File: src/rtl/x1_bus_pkg.sv
`default_nettype none
// +----------------------------------------------------------------------+
// | x1_bus_pkg : shared state encoding and defaults for x1_bus_arb       |
// | Revision   : 1.0                                                     |
// +----------------------------------------------------------------------+
package x1_bus_pkg;

   localparam int unsigned c_cnt_w         = 8;
   localparam int unsigned c_grant_timeout = 255;
   localparam int unsigned c_min_cpu_ce    = 4;
   localparam logic [7:0]  c_load_index    = 8'h00;

   typedef enum logic [2:0] {
      ST_IDLE = 3'd0,
      ST_REQ  = 3'd1,
      ST_DMA  = 3'd2,
      ST_REL  = 3'd3,
      ST_LREQ = 3'd4,
      ST_LOAD = 3'd5,
      ST_LREL = 3'd6
   } arb_state_e;

   function automatic logic is_load_target(input logic       download,
                                           input logic [7:0] index,
                                           input logic [7:0] target);
      return download && (index == target);
   endfunction

endpackage
`default_nettype wire

File: src/rtl/x1_ce_counter.sv
`default_nettype none
// +----------------------------------------------------------------------+
// | x1_ce_counter : loadable ce-tick down-counter, saturates at zero     |
// | Revision      : 1.0                                                  |
// +----------------------------------------------------------------------+
module x1_ce_counter #(
   parameter int unsigned WIDTH = 8
) (
   input  logic             clk_sys,
   input  logic             reset,
   input  logic             ce,
   input  logic             load,
   input  logic [WIDTH-1:0] load_val,
   output logic             zero
);

   logic [WIDTH-1:0] r_count;

   always_ff @(posedge clk_sys or negedge reset) begin
      if (!reset) begin
         r_count <= '0;
      end else if (load) begin
         r_count <= load_val;
      end else if (ce && (r_count != '0)) begin
         r_count <= r_count - 1'b1;
      end
   end

   assign zero = (r_count == '0);

endmodule
`default_nettype wire

File: src/rtl/x1_bus_arb.sv
`default_nettype none
// +----------------------------------------------------------------------+
// | x1_bus_arb : Z80 bus arbiter between CPU, DMA engine and RAM loader  |
// | Revision   : 1.0                                                     |
// +----------------------------------------------------------------------+
module x1_bus_arb
   import x1_bus_pkg::*;
#(
   parameter int unsigned GRANT_TIMEOUT = c_grant_timeout,
   parameter int unsigned MIN_CPU_CE    = c_min_cpu_ce,
   parameter logic [7:0]  LOAD_INDEX    = c_load_index
) (
   input  logic       clk_sys,
   input  logic       reset,
   input  logic       ce,
   input  logic       cpu_busak_n,
   output logic       cpu_busrq_n,
   input  logic       dma_busrq_n,
   output logic       dma_busak_n,
   output logic       dma_sel,
   input  logic       ioctl_download,
   input  logic       ioctl_wr,
   input  logic [7:0] ioctl_index,
   output logic       load_sel,
   output logic       load_we,
   output logic       timeout_err,
   output logic [2:0] state_o
);

   localparam logic [c_cnt_w-1:0] c_tmo_val  = c_cnt_w'(GRANT_TIMEOUT);
   localparam logic [c_cnt_w-1:0] c_fair_val = c_cnt_w'(MIN_CPU_CE);

   arb_state_e r_state;
   arb_state_e w_next;
   logic       r_dma_sel;
   logic       r_load_sel;
   logic       r_timeout_err;
   logic       w_tmo_load;
   logic       w_fair_load;
   logic       w_tmo_zero;
   logic       w_fair_zero;
   logic       w_set_err;
   logic       w_load_hit;
   logic       w_bus_held;

   assign w_load_hit = is_load_target(ioctl_download, ioctl_index, LOAD_INDEX);

   x1_ce_counter #(.WIDTH(c_cnt_w)) u_tmo_cnt (
      .clk_sys  (clk_sys),
      .reset    (reset),
      .ce       (ce),
      .load     (w_tmo_load),
      .load_val (c_tmo_val),
      .zero     (w_tmo_zero)
   );

   x1_ce_counter #(.WIDTH(c_cnt_w)) u_fair_cnt (
      .clk_sys  (clk_sys),
      .reset    (reset),
      .ce       (ce),
      .load     (w_fair_load),
      .load_val (c_fair_val),
      .zero     (w_fair_zero)
   );

   always_comb begin
      w_next      = r_state;
      w_tmo_load  = 1'b0;
      w_fair_load = 1'b0;
      w_set_err   = 1'b0;
      case (r_state)
         ST_IDLE: begin
            // A matching download always beats a DMA request in the same cycle
            if (w_load_hit) begin
               w_next = ST_LREQ;
            end else if (!dma_busrq_n && w_fair_zero) begin
               w_next     = ST_REQ;
               w_tmo_load = 1'b1;
            end
         end
         ST_REQ: begin
            if (!cpu_busak_n) begin
               w_next = ST_DMA;
            end else if (dma_busrq_n) begin
               w_next = ST_REL;
            end else if (w_tmo_zero) begin
               w_next    = ST_REL;
               w_set_err = 1'b1;
            end
         end
         ST_DMA: begin
            if (dma_busrq_n) begin
               w_next = ST_REL;
            end
         end
         ST_REL: begin
            if (cpu_busak_n) begin
               w_fair_load = 1'b1;
               w_next      = w_load_hit ? ST_LREQ : ST_IDLE;
            end
         end
         ST_LREQ: begin
            if (!cpu_busak_n) begin
               w_next = ST_LOAD;
            end else if (!ioctl_download) begin
               w_next = ST_LREL;
            end
         end
         ST_LOAD: begin
            if (!ioctl_download) begin
               w_next = ST_LREL;
            end
         end
         ST_LREL: begin
            if (cpu_busak_n) begin
               w_fair_load = 1'b1;
               w_next      = ST_IDLE;
            end
         end
         default: begin
            w_next = ST_IDLE;
         end
      endcase
   end

   always_ff @(posedge clk_sys or negedge reset) begin
      if (!reset) begin
         r_state       <= ST_IDLE;
         r_dma_sel     <= 1'b0;
         r_load_sel    <= 1'b0;
         r_timeout_err <= 1'b0;
      end else begin
         r_state    <= w_next;
         r_dma_sel  <= (w_next == ST_DMA);
         r_load_sel <= (w_next == ST_LOAD);
         if (w_set_err) begin
            r_timeout_err <= 1'b1;
         end
      end
   end

   // Grants are additionally qualified by the CPU still holding the bus released
   assign w_bus_held  = ~cpu_busak_n;
   assign dma_sel     = r_dma_sel & w_bus_held;
   assign dma_busak_n = ~dma_sel;
   assign load_sel    = r_load_sel & w_bus_held;
   assign load_we     = ioctl_wr & load_sel & (ioctl_index == LOAD_INDEX);
   assign cpu_busrq_n = ~(r_state inside {ST_REQ, ST_DMA, ST_LREQ, ST_LOAD});
   assign timeout_err = r_timeout_err;
   assign state_o     = r_state;

endmodule
`default_nettype wire

File: config.mk
export PLATFORM = sky130hd
export DESIGN_NAME = x1_bus_arb
export DESIGN_NICKNAME = d
export VERILOG_FILES = /design/src/rtl/x1_bus_pkg.sv /design/src/rtl/x1_ce_counter.sv /design/src/rtl/x1_bus_arb.sv
export SDC_FILE = /design/constraint.sdc
export NUM_CORES = 1
export LEC_CHECK = 0
export BUFFER_PORTS_ARGS = -buffer_cell sky130_fd_sc_hd__buf_2
export CAP_MARGIN = 25
export CORE_MARGIN = 2
export CORE_UTILIZATION = 45
export CTS_BUF_LIST = sky130_fd_sc_hd__clkbuf_4
export CTS_CLUSTER_SIZE = 40
export DETAILED_ROUTE_END_ITERATION = 10
export PLACE_DENSITY_LB_ADDON = 0.15
export SYNTH_ARGS = -nofsm -noshare
export SYNTH_HDL_FRONTEND = slang
export SYNTH_SLANG_ARGS = --single-unit
File: constraint.sdc
create_clock -name clk_sys -period 4.2 [get_ports clk_sys]
set_input_delay 0 -clock clk_sys [delete_from_list [all_inputs] [get_ports clk_sys]]
set_output_delay 0 -clock clk_sys [all_outputs]
set_load 0.01 [all_outputs]
==> impl_metrics.env <==
export IMPL_drive_above_1_share_pct=23.9
export IMPL_dr_pass1_iters=4
export IMPL_ys_seq_elements=22
export IMPL_hold_viol=0
export IMPL_synth_flop_cell="dfrtp_1"
export IMPL_start_util_pct=47.6
export IMPL_postRouteAntennaNets=0
export IMPL_final_nets=182
export IMPL_irDropWorstVdd_mv=0.398
export IMPL_power_density_nw_per_um2=663
export IMPL_fmax_ghz=0.505
export IMPL_vias_per_cell=5.54
export IMPL_fin_crit_sh_pct=47.1
export IMPL_timing_final_ws_setup_ns=2.22
export IMPL_cap_violations=0
export IMPL_cts_tree="yes"
export IMPL_synth_most_common_cell="dfrtp_1"
export IMPL_syn_nets=159
export IMPL_drt_wl_total_um=2590
export IMPL_core_um2=2760
export IMPL_postSynthAreaPerCell_um2=9.32
export IMPL_drc_errors=0
export IMPL_crit_path_end_kind="register"
export IMPL_p_leak_nw=0.687
export IMPL_cts_sinks=22
export IMPL_clock_path_buffers=2
export IMPL_wl_per_cell_um=13.4
export IMPL_pre_cts_slack_ns=2.24
export IMPL_netlist_area_leader_share_pct=41.9
export IMPL_antenna_found_initial=0
export IMPL_grt_pass1_wl_um=4670
export IMPL_io_buffers=23
export IMPL_required_ns=4.41
export IMPL_place_congestion=0.817
export IMPL_grt_pass1_vias=1084
export IMPL_status="complete, no violations"
export IMPL_min_from="dma_busrq_n"
export IMPL_synth_largest_area_cell="dfrtp_1"
export IMPL_critPathKind="register to register"
export IMPL_synth_cell_types=43
export IMPL_antennaDiodeCount=0
export IMPL_synthCells=141
export IMPL_grt_overflow_total=0
export IMPL_track_usage_pct=17.8
export IMPL_via_count=1075
export IMPL_synthTopCellsByCount="22 x dfrtp_1, 12 x nor2_1, 10 x nand2_1"
export IMPL_cts_htree_levels=1
export IMPL_die_w_um=58.0
export IMPL_utilization_pct=54.8
export IMPL_async_flop_share_pct=100
export IMPL_synth_area_leaders="dfrtp_1 42%, xor2_1 5.3%, nor2_1 3.4%"
export IMPL_rsz0062_at_grt="false"
export IMPL_cts_buffers=3
export IMPL_synth_edf_count=0
export IMPL_worst_pin_slew_ns=0.500
export IMPL_num_rows=19
export IMPL_grt_max_degree=23
export IMPL_clock_root_buffer="clkbuf_4"
export IMPL_worstPathArrival_ns=2.18
export IMPL_first_iter_violations=45
export IMPL_drv_slew=0
export IMPL_setup_viol=0
export IMPL_seq_area_frac_synth_pct=41.9
export IMPL_dpl_hpwl_um=1960
export IMPL_hp_class="primary input to register"
export IMPL_cts_reportedPaths_clkPinSlew_ns=0.12
export IMPL_rr_startpoint="u_fair_cnt.r_count[0]"
export IMPL_postCtsResizedCells=0
export IMPL_ys_warnings_count=0
export IMPL_worst_skew_pair_late_latency_ns=0.31
export IMPL_syn_area_um2=1310
export IMPL_dieArea_um2=3370
export IMPL_period_minus_slack_ns=1.98
export IMPL_clock_skew_final_ns=0.00636
export IMPL_syn2layout_area_growth_pct=15.0
export IMPL_fin_tns_setup_ns=0
export IMPL_path_max_fanout=9
export IMPL_start_kind="register"
export IMPL_relSlewSlack_pct=65.8
export IMPL_boundaryPins=24
export IMPL_startpoint="u_fair_cnt.r_count[0]"
export IMPL_die_y_um=58.0
[layer usage]
metal | global-route usage (%) | up-vias | share of wire, %
met4 | 5.32 | 0 | 1.2
met5 | 0 | - | 0
met1 | 22.9 | 508 | 47
met2 | 28.9 | 14 | 49
li1 | - | 549 | -
met3 | 5.36 | 4 | 2.7
[worst max-delay path, cell delays in order, from the launching register on]
cell and delay, ns:
dfrtp_1 0.42, inv_1 0.12, ha_1 0.16, or3b_2 0.53
nor2_2 0.15, nand3_2 0.20, and4bb_1 0.29
[repair_timing]
action,CTS,global route
setup buffers,0,0
endpoints found under the hold margin,23,0
hold buffers,2,0
[registers in the layout, summed over array words and instances (netlist names)]
signal and flops:
r_load_sel 1, state_o 3, u_fair_cnt.r_count 8, r_dma_sel 1
timeout_err 1, u_tmo_cnt.r_count 8
[cell usage in the layout, fill, tap and decap left out, types with 2 or more instances in the layout]
master and n:
o21ai_2 2, nor2_1 12, dlygate4sd3_1 2, o21ai_0 6, xor2_1 8, ha_1 3, inv_1 6, o211ai_1 3
clkbuf_4 3, nand3_1 5, nand4_1 2, nor4_1 5, nor2b_1 3, dfrtp_1 22, or2_2 2, nor4b_1 2
nand2_1 10, xnor2_1 5, a21oi_1 4, or4_4 2, or3b_2 2, buf_2 23, nand2b_1 6, nor3_1 4
[cell families after synthesis]
group | after synthesis | synth area share, %
DFF | 22 | 41.9
buffers and inverters | 13 | 3.90
muxes | 1 | 0.762
adders and majority gates | 4 | 3.62
AOI/OAI and AO/OA | 23 | 12.1
and+or+nand+nor | 65 | 29.0
xor gates and xnor gates | 13 | 8.67
[power breakdown]
part | internal (mW) | leakage (nW) | switching, mW
Clock | 0.0965 | 0.0279 | 0.0640
Combinational | 0.209 | 0.384 | 0.217
Sequential | 0.300 | 0.275 | 0.115
[final timing paths]
kind | to | slack (ns) | cells past startpoint
worst min register to register | timeout_err | 0.48 | 1
worst min-delay path | u_tmo_cnt.r_count[4] | 0.02 | 4
worst max register to register | r_dma_sel | 2.22 | 6
worst max-delay path | r_dma_sel | 2.22 | 6
max in group asynchronous | u_fair_cnt.r_count[0] | 3.68 | 2
min in group asynchronous | state_o[2] | 0.18 | 2
[area by class of cell]
class                           count  area, µm²
Clock inverter                      1       30.0
Multi-Input combinational cell    106        712
Fill cell                         241       1250
Sequential cell                    22        551
Tap cell                           31       38.8
Inverter                            6       22.5
Timing Repair Buffer               25        135
Clock buffer                        3       22.5
[metrics by stage]
step                      hold WS (ns)  cells  power, mW  instance area, µm²
after floorplan                 -0.296    141      0.737                1310
after global placement        -0.00834    188      0.831                1440
after detailed placement      -0.00982    188      0.847                1440
after CTS                       0.0138    194       1.01                1510
after global routing            0.0501    194       1.10                1510
final                           0.0206    194       1.00                1510
(Power assumes the default switching activity.)
